**config.mk**
```make
export PLATFORM = sky130hd
export DESIGN_NAME = piso_serializer
export DESIGN_NICKNAME = d
export VERILOG_FILES = /design/src/rtl/piso_serializer.sv
export SDC_FILE = /design/constraint.sdc
export NUM_CORES = 1
export LEC_CHECK = 0
export CORE_UTILIZATION = 25
export CTS_BUF_LIST = sky130_fd_sc_hd__clkbuf_8
export DETAILED_ROUTE_END_ITERATION = 8
export HOLD_SLACK_MARGIN = 0.12
export MAX_ROUTING_LAYER = met4
export PLACE_DENSITY_LB_ADDON = 0.3
export SLEW_MARGIN = 20
export SYNTH_ARGS = -nofsm -noshare
export SYNTH_HDL_FRONTEND = slang
export SYNTH_SLANG_ARGS = --single-unit
```
**constraint.sdc**
```tcl
create_clock -name clk -period 4.2 [get_ports clk]
set_input_delay 1.05 -clock clk [delete_from_list [all_inputs] [get_ports clk]]
set_output_delay 1.05 -clock clk [all_outputs]
set_load 0.05 [all_outputs]
```
**src/rtl/piso_serializer.sv**
```systemverilog
// piso_serializer: parallel-in serial-out shifter with a one-word holding buffer
// and a configurable idle gap between frames.
module piso_serializer #(
    parameter int WIDTH     = 8,
    parameter int MSB_FIRST = 1,
    parameter int GAP       = 1
) (
    input  logic             clk,
    input  logic             rst_n,
    input  logic [WIDTH-1:0] din,
    input  logic             din_valid,
    output logic             din_ready,
    output logic             so,
    output logic             so_valid,
    output logic             busy,
    output logic             done
);
    localparam int CW = $clog2(WIDTH);
    localparam int GW = (GAP < 2) ? 1 : $clog2(GAP + 1);
    localparam logic [CW-1:0] BLAST = CW'(WIDTH - 1);
    localparam logic [GW-1:0] GLAST = GW'((GAP > 0) ? GAP - 1 : 0);

    typedef enum logic [1:0] {IDLE, SHIFT, GAPWAIT} state_t;

    state_t           state;
    logic [WIDTH-1:0] hold;
    logic [WIDTH-1:0] sreg;
    logic [WIDTH-1:0] shifted;
    logic             hold_full;
    logic [CW-1:0]    bcnt;
    logic [GW-1:0]    gcnt;
    logic             last;
    logic             load;

    assign din_ready = !hold_full;
    assign last      = (state == SHIFT) && (bcnt == BLAST);
    // With no gap the next word is chained straight in on the last bit.
    assign load      = hold_full && ((state == IDLE) || (last && GAP == 0));
    assign shifted   = (MSB_FIRST != 0) ? {sreg[WIDTH-2:0], 1'b0} : {1'b0, sreg[WIDTH-1:1]};
    assign so_valid  = (state == SHIFT);
    assign so        = so_valid && ((MSB_FIRST != 0) ? sreg[WIDTH-1] : sreg[0]);
    assign done      = last;
    assign busy      = (state != IDLE) || hold_full;

    always_ff @(posedge clk) begin
        if (!rst_n) begin
            state     <= IDLE;
            hold      <= '0;
            hold_full <= 1'b0;
            sreg      <= '0;
            bcnt      <= '0;
            gcnt      <= '0;
        end else begin
            if (din_valid && !hold_full) begin
                hold      <= din;
                hold_full <= 1'b1;
            end else if (load) begin
                hold_full <= 1'b0;
            end
            if (load) begin
                sreg  <= hold;
                bcnt  <= '0;
                state <= SHIFT;
            end else begin
                case (state)
                    SHIFT: begin
                        if (last) begin
                            state <= (GAP > 0) ? GAPWAIT : IDLE;
                            gcnt  <= '0;
                        end else begin
                            sreg <= shifted;
                            bcnt <= bcnt + 1'b1;
                        end
                    end
                    GAPWAIT: begin
                        if (gcnt == GLAST) state <= IDLE;
                        else gcnt <= gcnt + 1'b1;
                    end
                    default: ;
                endcase
            end
        end
    end
endmodule

```
Word level (Yosys, flattened, before mapping) --
Cells that the tools add are included.
Cells by class: add/subtract/negate cells 2, equal/unequal tests 8, muxes and demuxes 12, bitwise logic cells 3, reduce and logical (&&, ||, !) cells 18
Operators by type and width (number):
- 2-to-1 mux 8 bit | 3
- AND reduction 3 bit | 3
- nonzero test 2 bit | 4
- 2-to-1 mux 1 bit | 5
- logical AND 1 bit | 4
- 2-to-1 mux 2 bit | 2
- inequality test 2 x 1 -> 1 bit (second input constant) | 2
- case mux 2 bit (2 select lines) | 1
- AND reduction 2 bit | 2
- adder 3 x 1 -> 3 bit (second input constant) | 1
- equality test 3 bit (second input constant) | 1
- inequality test 3 x 1 -> 1 bit (second input constant) | 1
- inequality test 3 bit (second input constant) | 1
- inverter 1 bit | 3
- nonzero test 3 bit | 1
- equality test 2 x 1 -> 1 bit (second input constant) | 1
- equality test 2 bit (second input constant) | 1
- logical NOT 2 bit | 1
- inequality test 2 bit (second input constant) | 1
- case mux 1 bit (2 select lines) | 1
- OR reduction 2 bit | 1
- adder 1 bit (second input constant) | 1
- logical NOT 1 bit | 1
- logical OR 1 bit | 1
Storage, ports and cells: register bits after elaboration 23, input bits 11, logic and storage cells 50

Depth between registers and ports, before layout --
Gate-level depths: netlist of the first run.
depth after elaboration 5, mapped depth 6, depth with buffers taken out 5

Least setup slack after synthesis of the first run --
OpenSTA, ideal clock, no wires.
kind register to output, start register bcnt[0], end output done, arrival time 1.690 ns, data required time 3.150 ns, setup slack 1.460 ns, cell stages (with the launch flop) 6, cells stage by stage dfxtp_1 -> ha_1 -> ha_1 -> clkbuf_1 -> inv_1 -> nor2_1
Between the ends: longest elaborated chain between the ends 2
Ends and longest elaborated chain:
- start: declaration | RTL line 30 | logic [CW-1:0] bcnt;
- start signal: assignment | RTL line 72 | bcnt <= bcnt + 1'b1;
- equality test 3 bit | RTL line 36 | assign last = (state == SHIFT) && (bcnt == BLAST);
- logical AND 1 bit | RTL line 36
- end: declaration | RTL line 16 | output logic done
Every way passes these cells.

Worst setup path after layout of the first run --
Ends and elaborated chain as after synthesis.

==> key figures, run 1 <==
Floorplan
  • FP Rows: 21
  • Die area: 0.00401 mm^2
  • Die X: 63.4 um
  • Die height: 63.4 um
  • # IOs: 16
  • Core area: 0.00347 mm^2
  • Initial core utilization: 27.1%

Clocking
  • Clock slew at reported path FFs: 0.08 ns
  • CTS tree: built
  • Bufs on Longest Clock Path: 2
  • H-tree levels: 1
  • Clock latency on the worst-skew pair: 0.25 ns
  • Hold-fix buffers, CTS: 0
  • Clock sink count: 22
  • Clock root buffer: clkbuf_8
  • Setup Fix Bufs, Post-CTS: 0
  • CTS Buf Count: 3
  • PostCTS Resize Cnt: 0

Worst setup path
  • Crit-path slowest cell: clkdlybuf4s50_1
  • Crit path arrival time: 2.25 ns
  • Critical path data required time: 3.15 ns
  • CP max stage delay: 0.81 ns
  • Critical Path Most Common Cell: ha_1
  • FF-to-FF Start: bcnt[0]$_SDFFE_PP0P_
  • Critical path origin: bcnt[0]$_SDFFE_PP0P_
  • Crit path kind: reg2out
  • CP Launch Type: flop
  • Worst Path Max Fanout: 13
  • Crit. End Element: primary output
  • Worst-path cell chain: ha_1 > ha_1 > inv_1 > nor2_1 > clkdlybuf4s50_1

Routing
  • Iter 0 DRT Violations: 18
  • ANT nets after route: 0
  • DR WL met2: 842 um
  • Detailed-route DRC error count: 0
  • Pre-antenna DRT Iters: 3
  • DR WL met3: 72 um
  • DR WL/cell: 11.7 um
  • DR top layer: met4
  • WL final: 1760 um
  • Vias per cell: 4.54
  • Wl on met1: 830 um
  • DR vias: 681

Hold path
  • HP Start: sreg[0]$_SDFFE_PN0P_
  • Hold Path Class: reg2reg

Timing
  • Max Slew Vio Count: 0
  • Fin crit period: 3.30 ns
  • Fin Clk Skew: 0.00365 ns
  • Slew Limit Headroom: 60.4%
  • Setup_tns: 0 ns
  • Final setup viols: 0
  • Worst Tran Pin Value: 0.592 ns
  • Final period utilization: 78.5%
  • RSZ-0062 raised after global routing: no
  • Hold WS: 0.486 ns
  • Fmax: 303 MHz
  • Final-report hold violation count: 0

Placement
  • Placed cells: 146
  • Port bufs: 15
  • Detailed placer's ending HPWL: 1220 um
  • Gpl congestion: 0.728

Synth
  • Syn Nets: 104
  • Async SR Flop Fraction: 0%
  • EDFF count, synth: 0
  • Post-synthesis sequential area ratio: 46.8%
  • Synth Cell Area: 941 um^2
  • Cell accounting for the most synthesized area: dfxtp_1
  • Mean Syn Cell Area: 10.3 um^2
  • Ys Warns: 0
  • Synth area leaders: dfxtp_1, mux2i_1, o221a_1
  • Yosys top cell area share: 46.8%
  • Yosys reg bits: 22
  • Post-synth cell types: 24
  • Synthesized instance count: 91
  • Main synth FF type: dfxtp_1

Power
  • Static leakage: 0.467 nW
  • Tot Pwr: 0.462 mW
  • PwrDens: 394 mW/mm^2
  • Maximum VDD drop: 207 uV

Cells and area
  • Final net count: 118
  • Area Growth Syn to Fin: 24.5%
  • Post-Layout Cell Count: 150
  • Inserted Diodes: 0
  • Fill cell count: 395
  • Layout cells sized above 1: 4.81%

GRT
  • Initial antenna violation count: 0
  • Largest net degree at the start of global routing: 20
  • Vias in the first global route: 631
  • First-pass GRT wire length: 3020 um
  • Gr ovfl total: 0
  • GRT Util Overall: 9.81%

Run status
  • Outcome: finished, final reports clean

Flow run
  • Max-cap violation count: 0
-- cell families (layout without fill, tap and decap cells) --
| group | count (synthesis) | in the layout | synth area share [%] |
|---|---|---|---|
| compound gates | 24 | 24 | 21.9 |
| mux | 8 | 8 | 8.51 |
| buf+inv | 9 | 22 | 4.65 |
| flops | 22 | 22 | 46.8 |
| simple gates | 25 | 25 | 14.5 |
| fa+ha+maj | 2 | 2 | 2.66 |
| xor+xnor | 1 | 1 | 0.931 |
-- registers in the layout, indices dropped and copies added, names as in the netlist --
register	cells
sreg	8
bcnt	3
hold	8
hold_full	1
state	2
-- cell type report --
type / count / area, um^2 / area share, %
multi-input combinational: 60 / 457 / 39.0
timing repair buffer: 15 / 150 / 12.8
tap: 46 / 57.6 / 4.91
inverter: 3 / 11.3 / 0.962
clock buffer: 4 / 55.1 / 4.70
sequential: 22 / 440 / 37.6
-- placed cells by master (no fill, tap or decap), types with 4 or more instances in the layout --
| cell | count |
|---|---|
| nand2_1 | 5 |
| clkbuf_8 | 4 |
| nor2b_1 | 8 |
| clkdlybuf4s50_1 | 15 |
| o221a_1 | 7 |
| o31a_1 | 7 |
| nor2_1 | 7 |
| mux2i_1 | 8 |
| dfxtp_1 | 22 |
-- cell usage after synthesis, drive strengths merged, types with 2 or more instances --
cell type  number
a21boi          2
a21oi           2
buf             3
clkbuf          3
dfxtp          22
ha              2
inv             3
mux2i           8
nand2           5
nor2            7
nor2b           8
o21ai           3
o221a           7
o31a            7
-- critical path, delay by kind of cell (launching register included) --
family	cells	cell delay, ns
AND/OR/NAND/NOR	1	0.12
buffers and inverters	2	0.91
adder cells (fa/ha/maj)	2	0.60
flip-flops	1	0.36
-- power breakdown --
part	total, mW	internal, mW	switching, mW
Combinational	0.0793	0.0382	0.0411
Clock	0.146	0.0834	0.0628
Sequential	0.236	0.226	0.0109
-- metal layers --
layer / global-route usage [%] / vias to the layer above
met5: - / -
met4: 2.56 / 0
met3: 3.44 / 2
met2: 14.2 / 9
met1: 12.9 / 319
li1: - / 351
-- metrics by stage --
stage	setup WS, ns	cell area (um^2)	utilization, %
floorplan	1.46	941	-
global placement	1.21	1120	32.2
detailed placement	1.17	1120	32.2
CTS	0.880	1170	33.8
global route	0.718	1170	33.8
finish	0.903	1170	33.8
-- worst paths after layout --
kind                               end  slack, ns  depth (start not counted)
setup reg to reg  sreg[4]$_SDFFE_PN0P_       2.33                          5
setup / recovery                  done       0.90                          5
hold / removal    sreg[0]$_SDFFE_PN0P_       0.49                          2
hold reg to reg   sreg[0]$_SDFFE_PN0P_       0.49                          2
Note: power is estimated with default switching activity, not from simulation.
==> run 2, diff against run 1 <==
clock period = 3.36 ns   (was 4.2 ns; I/O delays follow)
==> results of run 2 <==
Same layout as run 1 (identical final DEF). Status: finished, final reports clean.
Main changes from that run: setup slack after placement 1.17 ns -> 0.539 ns; setup slack after layout 0.903 ns -> 0.273 ns; register-to-register setup slack 2.33 ns -> 1.49 ns; total power 0.462 mW -> 0.577 mW; worst IR drop on VDD 207 uV -> 259 uV
==> run 3, diff against run 2 <==
CORE_MARGIN = 1   (was not set)
PLACE_DENSITY_LB_ADDON = not set   (was 0.3)
==> key figures, run 3 (same netlist as run 1, synthesis figures left out) <==
Cells and area
  • Area Growth Syn to Fin: 23.0%
  • Fill cell count: 351 (-11%)
  • Layout cells sized above 1: 3.88% (-0.92 points)
  • Largest regs: hold x8, sreg x8, bcnt x3
  • Most frequent cells in the layout: dfxtp_1, clkdlybuf4s50_1, mux2i_1, nor2b_1
  • Post-layout util: 33.4% (-0.40 points)
  • Finished Cell Area: 0.00116 mm^2 (-1.2%)
  • Most common cell after layout, fill and taps aside: dfxtp_1
  • Inserted Diodes: 0 (unchanged)
  • Post-Layout Cell Count: 149 (-0.67%)
  • Final net count: 118 (unchanged)

Placement
  • Port bufs: 15 (unchanged)
  • Detailed placer's ending HPWL: 1220 um (-0.26%)
  • Gpl congestion: 0.730
  • Post-Place Setup Slack: 0.550 ns
  • Placed cells: 146 (unchanged)
  • Placement Cell Area: 0.00112 mm^2 (unchanged)

Worst setup path
  • Critical path data required time: 2.52 ns
  • Critical Path Most Common Cell: ha_1
  • Critical path origin: bcnt[0]$_SDFFE_PP0P_
  • Crit path kind: reg2out
  • Worst Path Max Fanout: 13 (unchanged)
  • Critical path buffer and inverter count: 2 (unchanged)
  • CP Launch Type: flop
  • Crit-path slowest cell: clkdlybuf4s50_1
  • CP max stage delay: 0.82 ns (about the same)
  • FF-to-FF Start: bcnt[0]$_SDFFE_PP0P_
  • Crit path arrival time: 2.24 ns (about the same)
  • Crit. End Element: primary output
  • Cell family with most CP delay: buffers and inverters
  • Worst-path cell chain: ha_1 > ha_1 > inv_1 > nor2_1 > clkdlybuf4s50_1

GRT
  • GRT Util Overall: 9.89% (+0.078 points)
  • Gr ovfl total: 0 (unchanged)
  • Initial antenna violation count: 0 (unchanged)
  • Vias in the first global route: 696 (+10%)
  • Largest net degree at the start of global routing: 20 (unchanged)
  • First-pass GRT wire length: 3030 um (+0.46%)

Timing
  • Max Slew Vio Count: 0 (unchanged)
  • Final-report hold violation count: 0 (unchanged)
  • RSZ-0062 raised after global routing: no
  • Slew Limit Headroom: 59.6% (-0.85 points)
  • Setup_tns: 0 ns (unchanged)
  • Final period utilization: 91.6%
  • Fin Clk Skew: 0.00358 ns (-0.0000724 ns)
  • Fmax: 325 MHz
  • Fin crit period: 3.08 ns
  • Worst Tran Pin Value: 0.604 ns (+0.0127 ns)
  • Final setup margin: 0.284 ns
  • Final setup viols: 0 (unchanged)
  • Hold WS: 0.490 ns (+0.00360 ns)

Power
  • Static leakage: 0.460 nW (-1.5%)
  • Clock Power Share: 28.1% (-3.5 points)
  • Comb power frac: 17.9% (+0.7 points)
  • Tot Pwr: 0.548 mW
  • Power Internal: 0.409 mW
  • Maximum VDD drop: 174 uV
  • Switch Pwr: 0.139 mW
  • PwrDens: 474 mW/mm^2
  • Part of the power in registers: 54.0% (+2.8 points)
  • Switching Share: 25.3%

Routing
  • DR vias: 689 (+1.2%)
  • Detailed-route DRC error count: 0 (unchanged)
  • WL final: 1730 um (-1.5%)
  • Pre-antenna DRT Iters: 4 (+1)
  • Vias per cell: 4.62 (+1.9%)
  • DR WL/cell: 11.6 um (-0.88%)
  • Iter 0 DRT Violations: 22 (+4)
  • ANT nets after route: 0 (unchanged)

Clocking
  • Setup Fix Bufs, Post-CTS: 0 (unchanged)
  • Hold-fix buffers, CTS: 0 (unchanged)
  • Clock root buffer: clkbuf_8
  • Clock latency on the worst-skew pair: 0.25 ns (about the same)
  • H-tree levels: 1 (unchanged)
  • Clock slew at reported path FFs: 0.07 ns (about the same)
  • Bufs on Longest Clock Path: 2 (unchanged)
  • CTS Buf Count: 3 (unchanged)
  • CTS tree: built
  • PostCTS Resize Cnt: 0 (unchanged)
  • Clock sink count: 22 (unchanged)

Run status
  • Outcome: finished, final reports clean

Floorplan
  • FP Rows: 21 (unchanged)
  • Die area: 0.00401 mm^2 (unchanged)
  • Die X: 63.4 um (unchanged)
  • # IOs: 16 (unchanged)
  • Initial core utilization: 27.1% (unchanged)
  • Core area: 0.00347 mm^2 (unchanged)
  • Die height: 63.4 um (unchanged)

Flow run
  • Max-cap violation count: 0 (unchanged)

Hold path
  • HP Start: bcnt[1]$_SDFFE_PP0P_
  • Hold Path Class: reg2reg
run 3: power by group through the flow:
| stage | clock, mW | sequential [mW] | combinational, mW |
|---|---|---|---|
| 2_1_floorplan | 0 | 0.298 | 0.0735 |
| 3_3_place_gp | 0 | 0.301 | 0.0974 |
| 3_5_place_dp | 0 | 0.301 | 0.0998 |
| 4_1_cts | 0.162 | 0.296 | 0.100 |
| 5_1_grt | 0.173 | 0.299 | 0.107 |
| 6_report | 0.154 | 0.296 | 0.0983 |
run 3: path summary, 6_finish.rpt:
| kind | cells after the start | slack (ns) | end |
|---|---|---|---|
| setup / recovery | 5 | 0.28 | done |
| hold reg to reg | 2 | 0.49 | bcnt[1]$_SDFFE_PP0P_ |
| setup reg to reg | 5 | 1.54 | sreg[6]$_SDFFE_PN0P_ |
| hold / removal | 2 | 0.49 | bcnt[1]$_SDFFE_PP0P_ |
run 3: worst reg2reg max path, cell delays in order, from the launching register on:
cell and delay, ns:
dfxtp_1 0.33, ha_1 0.20, ha_1 0.34, a21o_1 0.25, nor2_1 0.38, o221a_1 0.27
run 3: layout make-up:
class | instances | area (um^2) | share of cell area, %
multi-input cells | 60 | 457 | 39.5
flip-flops and latches | 22 | 440 | 38.1
repair buffers | 15 | 150 | 13.0
well taps | 46 | 57.6 | 4.97
clock buffers | 3 | 41.3 | 3.57
inverters | 3 | 11.3 | 0.973
run 3: routing by layer:
layer  wire length [um]  track usage, %
met1                816            11.5
met2                813            16.5
met5                  0               -
met3                 77            2.90
met4                 23            2.56
